$ cat config.mk
export PLATFORM = sky130hd
export DESIGN_NAME = uart_rx_deserializer
export DESIGN_NICKNAME = d
export VERILOG_FILES = /design/src/rtl/uart2_pkgs.sv /design/src/rtl/uart_rx_sync.sv /design/src/rtl/uart_rx_deserializer.sv
export SDC_FILE = /design/constraint.sdc
export NUM_CORES = 1
export LEC_CHECK = 0
export ABC_AREA = 0
export CAP_MARGIN = 30
export CORE_ASPECT_RATIO = 1.25
export CORE_MARGIN = 8
export CORE_UTILIZATION = 45
export DETAILED_ROUTE_END_ITERATION = 8
export GPL_TIMING_DRIVEN = 0
export MAX_ROUTING_LAYER = met4
export PLACE_DENSITY = 0.67
export SLEW_MARGIN = 25
export SYNTH_ARGS = -nofsm -noshare
export SYNTH_HDL_FRONTEND = slang
export SYNTH_SLANG_ARGS = --single-unit
$ cat constraint.sdc
create_clock -name clk -period 2.1 [get_ports clk]
set_clock_uncertainty 0.2 [all_clocks]
set_input_delay 0.42 -clock clk [delete_from_list [all_inputs] [get_ports clk]]
set_output_delay 0.42 -clock clk [all_outputs]
set_load 0.1 [all_outputs]
$ cat src/rtl/uart2_pkgs.sv
// uart2_pkgs: shared UART receive types and constants.
// UART_DATA_BITS is also used by the downstream 8-to-64 collector.
package uart2_pkgs;
    localparam int UART_DATA_BITS = 8;
    typedef enum logic [1:0] {
        IDLE_STATE,
        START_STATE,
        MOVE_DATA_STATE,
        STOP_STATE
    } state_encoding;
endpackage

$ cat src/rtl/uart_rx_sync.sv
// uart_rx_sync: two-flop synchronizer for the asynchronous serial line.
// Resets to 1 so an idle line does not look like a start bit.
module uart_rx_sync (
    input  logic clk,
    input  logic rst_n,
    input  logic rx_i,
    output logic rx_s_o
);
    logic [1:0] sync_q;
    always_ff @(posedge clk or negedge rst_n) begin
        if (!rst_n) sync_q <= 2'b11;
        else        sync_q <= {sync_q[0], rx_i};
    end
    assign rx_s_o = sync_q[1];
endmodule

$ cat src/rtl/uart_rx_deserializer.sv
// uart_rx_deserializer: oversampling 8N1 receiver with a one-entry valid/ready
// holding register; framing errors and overruns are reported as 1-cycle pulses.
module uart_rx_deserializer
    import uart2_pkgs::*;
#(
    parameter int CLKS_PER_BIT = 868,
    parameter int DATA_BITS    = UART_DATA_BITS
) (
    input  logic                 clk,
    input  logic                 rst_n,
    input  logic                 rx_i,
    output logic [DATA_BITS-1:0] rx_data_o,
    output logic                 rx_valid_o,
    input  logic                 rx_ready_i,
    output logic                 frame_err_o,
    output logic                 overrun_o,
    output logic                 busy_o
);
    localparam int CW = $clog2(CLKS_PER_BIT);
    localparam int BW = $clog2(DATA_BITS);
    localparam logic [CW-1:0] HALF = CW'(CLKS_PER_BIT / 2 - 1);
    localparam logic [CW-1:0] FULL = CW'(CLKS_PER_BIT - 1);
    localparam logic [BW-1:0] LAST = BW'(DATA_BITS - 1);

    logic                 rx_s;
    state_encoding        state_q, state_d;
    logic [CW-1:0]        clk_cnt_q, clk_cnt_d;
    logic [BW-1:0]        bit_idx_q, bit_idx_d;
    logic [DATA_BITS-1:0] shift_q, shift_d, data_q, data_d;
    logic                 valid_q, valid_d, frame_err_q, frame_err_d, overrun_q, overrun_d;

    uart_rx_sync u_sync (
        .clk    (clk),
        .rst_n  (rst_n),
        .rx_i   (rx_i),
        .rx_s_o (rx_s)
    );

    always_ff @(posedge clk or negedge rst_n) begin
        if (!rst_n) begin
            state_q     <= IDLE_STATE;
            clk_cnt_q   <= '0;
            bit_idx_q   <= '0;
            shift_q     <= '0;
            data_q      <= '0;
            valid_q     <= 1'b0;
            frame_err_q <= 1'b0;
            overrun_q   <= 1'b0;
        end else begin
            state_q     <= state_d;
            clk_cnt_q   <= clk_cnt_d;
            bit_idx_q   <= bit_idx_d;
            shift_q     <= shift_d;
            data_q      <= data_d;
            valid_q     <= valid_d;
            frame_err_q <= frame_err_d;
            overrun_q   <= overrun_d;
        end
    end

    always_comb begin
        state_d     = state_q;
        clk_cnt_d   = clk_cnt_q;
        bit_idx_d   = bit_idx_q;
        shift_d     = shift_q;
        data_d      = data_q;
        valid_d     = valid_q && !rx_ready_i;
        frame_err_d = 1'b0;
        overrun_d   = 1'b0;
        case (state_q)
            IDLE_STATE: begin
                if (!rx_s) begin
                    state_d   = START_STATE;
                    clk_cnt_d = '0;
                end
            end
            START_STATE: begin
                if (clk_cnt_q == HALF) begin
                    state_d   = rx_s ? IDLE_STATE : MOVE_DATA_STATE;
                    clk_cnt_d = '0;
                    bit_idx_d = '0;
                end else clk_cnt_d = clk_cnt_q + 1'b1;
            end
            MOVE_DATA_STATE: begin
                if (clk_cnt_q == FULL) begin
                    clk_cnt_d          = '0;
                    shift_d[bit_idx_q] = rx_s;
                    bit_idx_d          = bit_idx_q + 1'b1;
                    if (bit_idx_q == LAST) state_d = STOP_STATE;
                end else clk_cnt_d = clk_cnt_q + 1'b1;
            end
            STOP_STATE: begin
                // Stop bit is sampled at its midpoint; the frame ends here.
                if (clk_cnt_q == FULL) begin
                    state_d   = IDLE_STATE;
                    clk_cnt_d = '0;
                    if (!rx_s) frame_err_d = 1'b1;
                    else if (!valid_q || rx_ready_i) begin
                        data_d  = shift_q;
                        valid_d = 1'b1;
                    end else overrun_d = 1'b1;
                end else clk_cnt_d = clk_cnt_q + 1'b1;
            end
            default: state_d = IDLE_STATE;
        endcase
    end

    assign rx_data_o   = data_q;
    assign rx_valid_o  = valid_q;
    assign frame_err_o = frame_err_q;
    assign overrun_o   = overrun_q;
    assign busy_o      = state_q != IDLE_STATE;
endmodule

After elaboration in Yosys (flattened, before gate mapping)
Index checks and enable logic that the tools add are counted.
Word-level totals
  bits in registers: 36
  input bits: 4
Operators by class
  $add $sub $neg: 2
  order comparisons: 2
  eq/ne operators: 11
  multiplexer cells: 28
  reduce and logical (&&, ||, !) cells: 13
Operators with widths (count)
  10-bit two-way mux: 3
  10-bit case mux with 3 select lines: 1
  1-bit two-way mux: 12
  2-bit two-way mux: 6
  10-bit by 1-bit adder with 10-bit output (second input constant): 1
  10-bit equality test (second input constant): 1
  10-bit by 9-bit equality test with 1-bit output (second input constant): 1
  2-bit inequality test (second input constant): 5
  8-bit bitwise mux: 1
  2-bit case mux with 4 select lines: 1
  3-bit two-way mux: 2
  3-bit case mux with 2 select lines: 1
  5-bit AND reduction: 1
  2-bit equality test (second input constant): 2
  3-bit by 4-bit less-than comparator with 1-bit output (second input constant): 1
  4-bit AND reduction: 1
  2-bit nonzero test: 2
  3-bit by 1-bit adder with 3-bit output (second input constant): 1
  1-bit demux with 3-bit select: 1
  3-bit equality test (second input constant): 1
  3-bit by 1-bit greater-or-equal comparator with 1-bit output (second input constant): 1
  3-bit AND reduction: 1
  2-bit by 1-bit equality test with 1-bit output (second input constant): 1
  1-bit logical AND: 2
  5 further kinds: 6

Longest topological paths before layout
  word-level depth: 6
  depth in mapped cells: 7

Modules after synthesis
A second synthesis with hierarchy kept.
Unflattened totals
  cell total of the unflattened synthesis: 158
  area total of the unflattened synthesis: 1754.2 um^2
By module, submodules not included
  uart_rx_deserializer: instances 1, cells each 156, area an instance 1701.6 um^2, seq. area each 850.8 um^2
  uart_rx_sync: instances 1, cells each 2, area an instance 52.6 um^2, seq. area each 52.6 um^2

Worst setup path before layout
Ideal clock, no wire load.
  path type: reg2reg
  start: register clk_cnt_q[2]
  end: register shift_q[0]
  setup time: 0.125 ns
  data arrival time: 1.938 ns
  data required time: 1.775 ns
  slack: -0.163 ns
  stages on the path, launching flop included: 6
  path buffers: 1
  period minus slack after synthesis: 2.263 ns
  cell sequence: dfrtp_1 or3b_1 buf_2 or4_4 nor3_1 mux2_2
On the way
  cells in the longest elaborated chain, start to end: 2
Ends and longest elaborated chain
  start, declared: line uart_rx_deserializer.sv:27  | logic [CW-1:0] clk_cnt_q, clk_cnt_d;
  start signal, assigned: line uart_rx_deserializer.sv:51  | clk_cnt_q <= clk_cnt_d;
  10-bit equality test: line uart_rx_deserializer.sv:85  | if (clk_cnt_q == FULL) begin
  2-bit AND reduction (no line)
  end signal, assigned: line uart_rx_deserializer.sv:53  | shift_q <= shift_d;
  end, declared: line uart_rx_deserializer.sv:29  | logic [DATA_BITS-1:0] shift_q, shift_d, data_q, data_d;
No other way between the ends.
A chain may end at the register's enable or synchronous reset.

Worst setup path after layout
  start: register clk_cnt_q[7]
  end: register shift_q[2]
The elaborated chain is that of the path after synthesis.

==> results.md <==
* Status: finished, violations left
* Failing checks: setup timing
* GPL Wtd Cong at 0.856
* Post-DRT Antenna Nets at 0
* Reg2Reg Capture Point: shift_q[2]
* Arr. time, crit path at 2.18 ns
* CTS buffer count at 5
* Top cell type's share of synthesized area at 49.1%
* Hold_sp: u_sync.sync_q[0]
* Clock Tree Buf Depth at 2
* Routed vias at 1393
* Final worst path period share at 105%
* Yosys warns at 0
* Total Wirelength at 4.10 mm
* Pin count of the biggest net entering global routing at 25
* Maximum VDD drop at 0.497 mV
* Area of the die at 6110 um2
* Placement Rows at 25
* Sequential fraction of the synthesis area at 52.1%
* Initial Utilization at 46.2%
* FFs w/ async S/R, synth at 100%
* HP Class: reg -> reg
* Worst reg2reg startpoint: clk_cnt_q[7]
* Total grt overflow at 0
* R2R Setup Slk at -0.10 ns
* Most frequent cells in the layout: dfrtp_1 (30), buf_4 (21), nand2_1 (17)
* Crit-path max FO at 5
* Worst R2R Path Depth at 5
* RSZ-0062 raised after global routing: true
* # DRC at 0
* Final WS setup at -0.103 ns
* CTS tree: done
* Cell area after synthesis at 1730 um2
* Area growth syn-to-layout at 34.9%
* Mean post-synth cell area at 11.3 um2
* Final critical-path required period at 2.20 ns
* Syn nets at 162
* Fillers at 310
* # IOs at 16
* First-pass GRT wire length at 6.69 mm
* CP startpoint kind: flip-flop
* Core Region at 3750 um2
* WHS Endpoint: u_sync.sync_q[1]
* Synth cell types at 39
* Top FF cell, synth: dfrtp_1
* DP Worst Slack at -0.407 ns
* Number of synthesized flops with an enable pin at 0
* Hold Slack at 0.157 ns
* Initial antenna violation count at 0
* FMAX at 454 MHz
* Hold depth at 0
* Fin. max-slew vios at 0
* CTS Sinks at 36
* Slew @ Worst Pin at 0.960 ns
* Final TNS setup at -0.694 ns
* Max Cap Viol at 0
* Pre-Repair DR Iteration Count at 5
* Final Net Count at 208
* Drt wl/cell at 17.0 um
* Commonest non-fill, non-tap cell in the layout: dfrtp_1
* Crit path required time at 2.08 ns
* Synth Instances at 154
* Diodes inserted at 0
* Top cells by area, synth: dfrtp_1 (49%), mux2_2 (10%), nand2_1 (3.7%)
* CTS root buf: clkbuf_8
* Layout cell share with drive strength beyond 1 at 40.3%
* Dominant cell type by area after synthesis: dfrtp_1
* Die Span Y at 85.4 um
* Setup crit end kind: flip-flop
* Placed wire-length estimate at 2.48 mm
* Final hold violation count at 0
* CTS clk-pin slew, worst paths at 0.08 ns
* Count of final setup violators at 16
* Port Buffers at 15
* # H-tree levels at 2
* Die width at 71.5 um
* DRT iter0 DRCs at 59
* Via count of the first global-routing pass at 1410
* Vias per cell at 5.78
* WS Path Type: reg -> reg
* Rel. slew slack at 36.3%
* Static Leak at 1.05 nW
* Seq cells post-synth at 36
* Global Route Usage Sum at 14.4%
* Pwr/cell area at 545 nW/um2
* Clock Latency Late Sink at 0.30 ns
cell families after synthesis:
logic type	share of synthesized area (%)
AND/OR/NAND/NOR	18.3
flip-flops	52.1
AO/OA/AOI/OAI	11.7
multiplexers	11.0
buffers and inverters	3.03
adder cells (fa/ha/maj)	2.89
XOR/XNOR	1.01
per-layer routing:
metal	vias up	part of all wire (%)	global-route usage (%)
met4	0	2.5	8.01
met2	39	50	22.8
li1	652	-	-
met3	11	3.9	3.18
met1	691	44	16.4
met5	-	0	-
Yosys cell counts (4+ instances only):
cell      count
o211ai_1      5
dfrtp_1      34
nand2_1      17
ha_1          4
nand2b_1      4
mux2_2       16
nor3_1        5
o21ai_0       6
inv_1         8
a211o_1       4
nand3_1       8
per-stage QoR:
step	util, %	power [mW]	instances	area, um2
3_3_place_gp	52.1	0.734	209	1950
5_1_grt	62.3	1.32	241	2340
2_1_floorplan	-	0.714	154	1750
6_report	62.3	1.27	241	2340
4_1_cts	60.3	1.28	232	2260
3_5_place_dp	52.8	0.741	211	1980
sequential cells by signal (all words and copies together), names as in the netlist, named ones only:
register and flops:
bit_idx_q 3, frame_err_o 1, overrun_o 1, u_sync.sync_q 2, state_q 1, clk_cnt_q 10
rx_valid_o 1, rx_data_o 8, shift_q 8
layout make-up:
class | instances | area, um2 | area share, %
Inverter | 8 | 30.0 | 1.28
Multi-Input combinational cell | 105 | 888 | 38.0
Buffer | 4 | 31.3 | 1.34
Timing Repair Buffer | 40 | 330 | 14.1
Sequential cell | 36 | 908 | 38.8
Clock buffer | 8 | 100 | 4.28
Tap cell | 40 | 50.0 | 2.14
worst max-delay path by stage:
stage                           from           end  slack [ns]  cells after the start
floorplan               clk_cnt_q[2]  rx_data_o[0]       -0.11                      5
global route            clk_cnt_q[7]    shift_q[2]       -0.20                      5
detailed placement      clk_cnt_q[2]  clk_cnt_q[5]       -0.41                      6
finish                  clk_cnt_q[7]    shift_q[2]       -0.10                      5
global placement    u_sync.sync_q[1]  clk_cnt_q[3]       -0.42                      5
CTS                     clk_cnt_q[3]  rx_data_o[5]       -0.15                      6
worst max-delay path, stage by stage (launching register included):
cell      delay [ns]
dfrtp_2         0.43
nand4b_1        0.21
buf_4           0.17
or4_4           0.60
nor3_4          0.16
mux2_4          0.31
power breakdown:
group          switching, mW  internal [mW]
registers            0.00380          0.697
clock network          0.247          0.299
logic                 0.0165         0.0109
repair_timing:
item / 4_1_cts / 5_1_grt
setup endpoints to repair: 42 / 36
pin swaps: 3 / 4
buffers inserted: 12 / 9
hold endpoints to repair: 10 / 0
resized for setup: 43 / 19
hold buffers: 1 / 0
gates cloned: 0 / 1
Power figures use the tool's default switching activity.
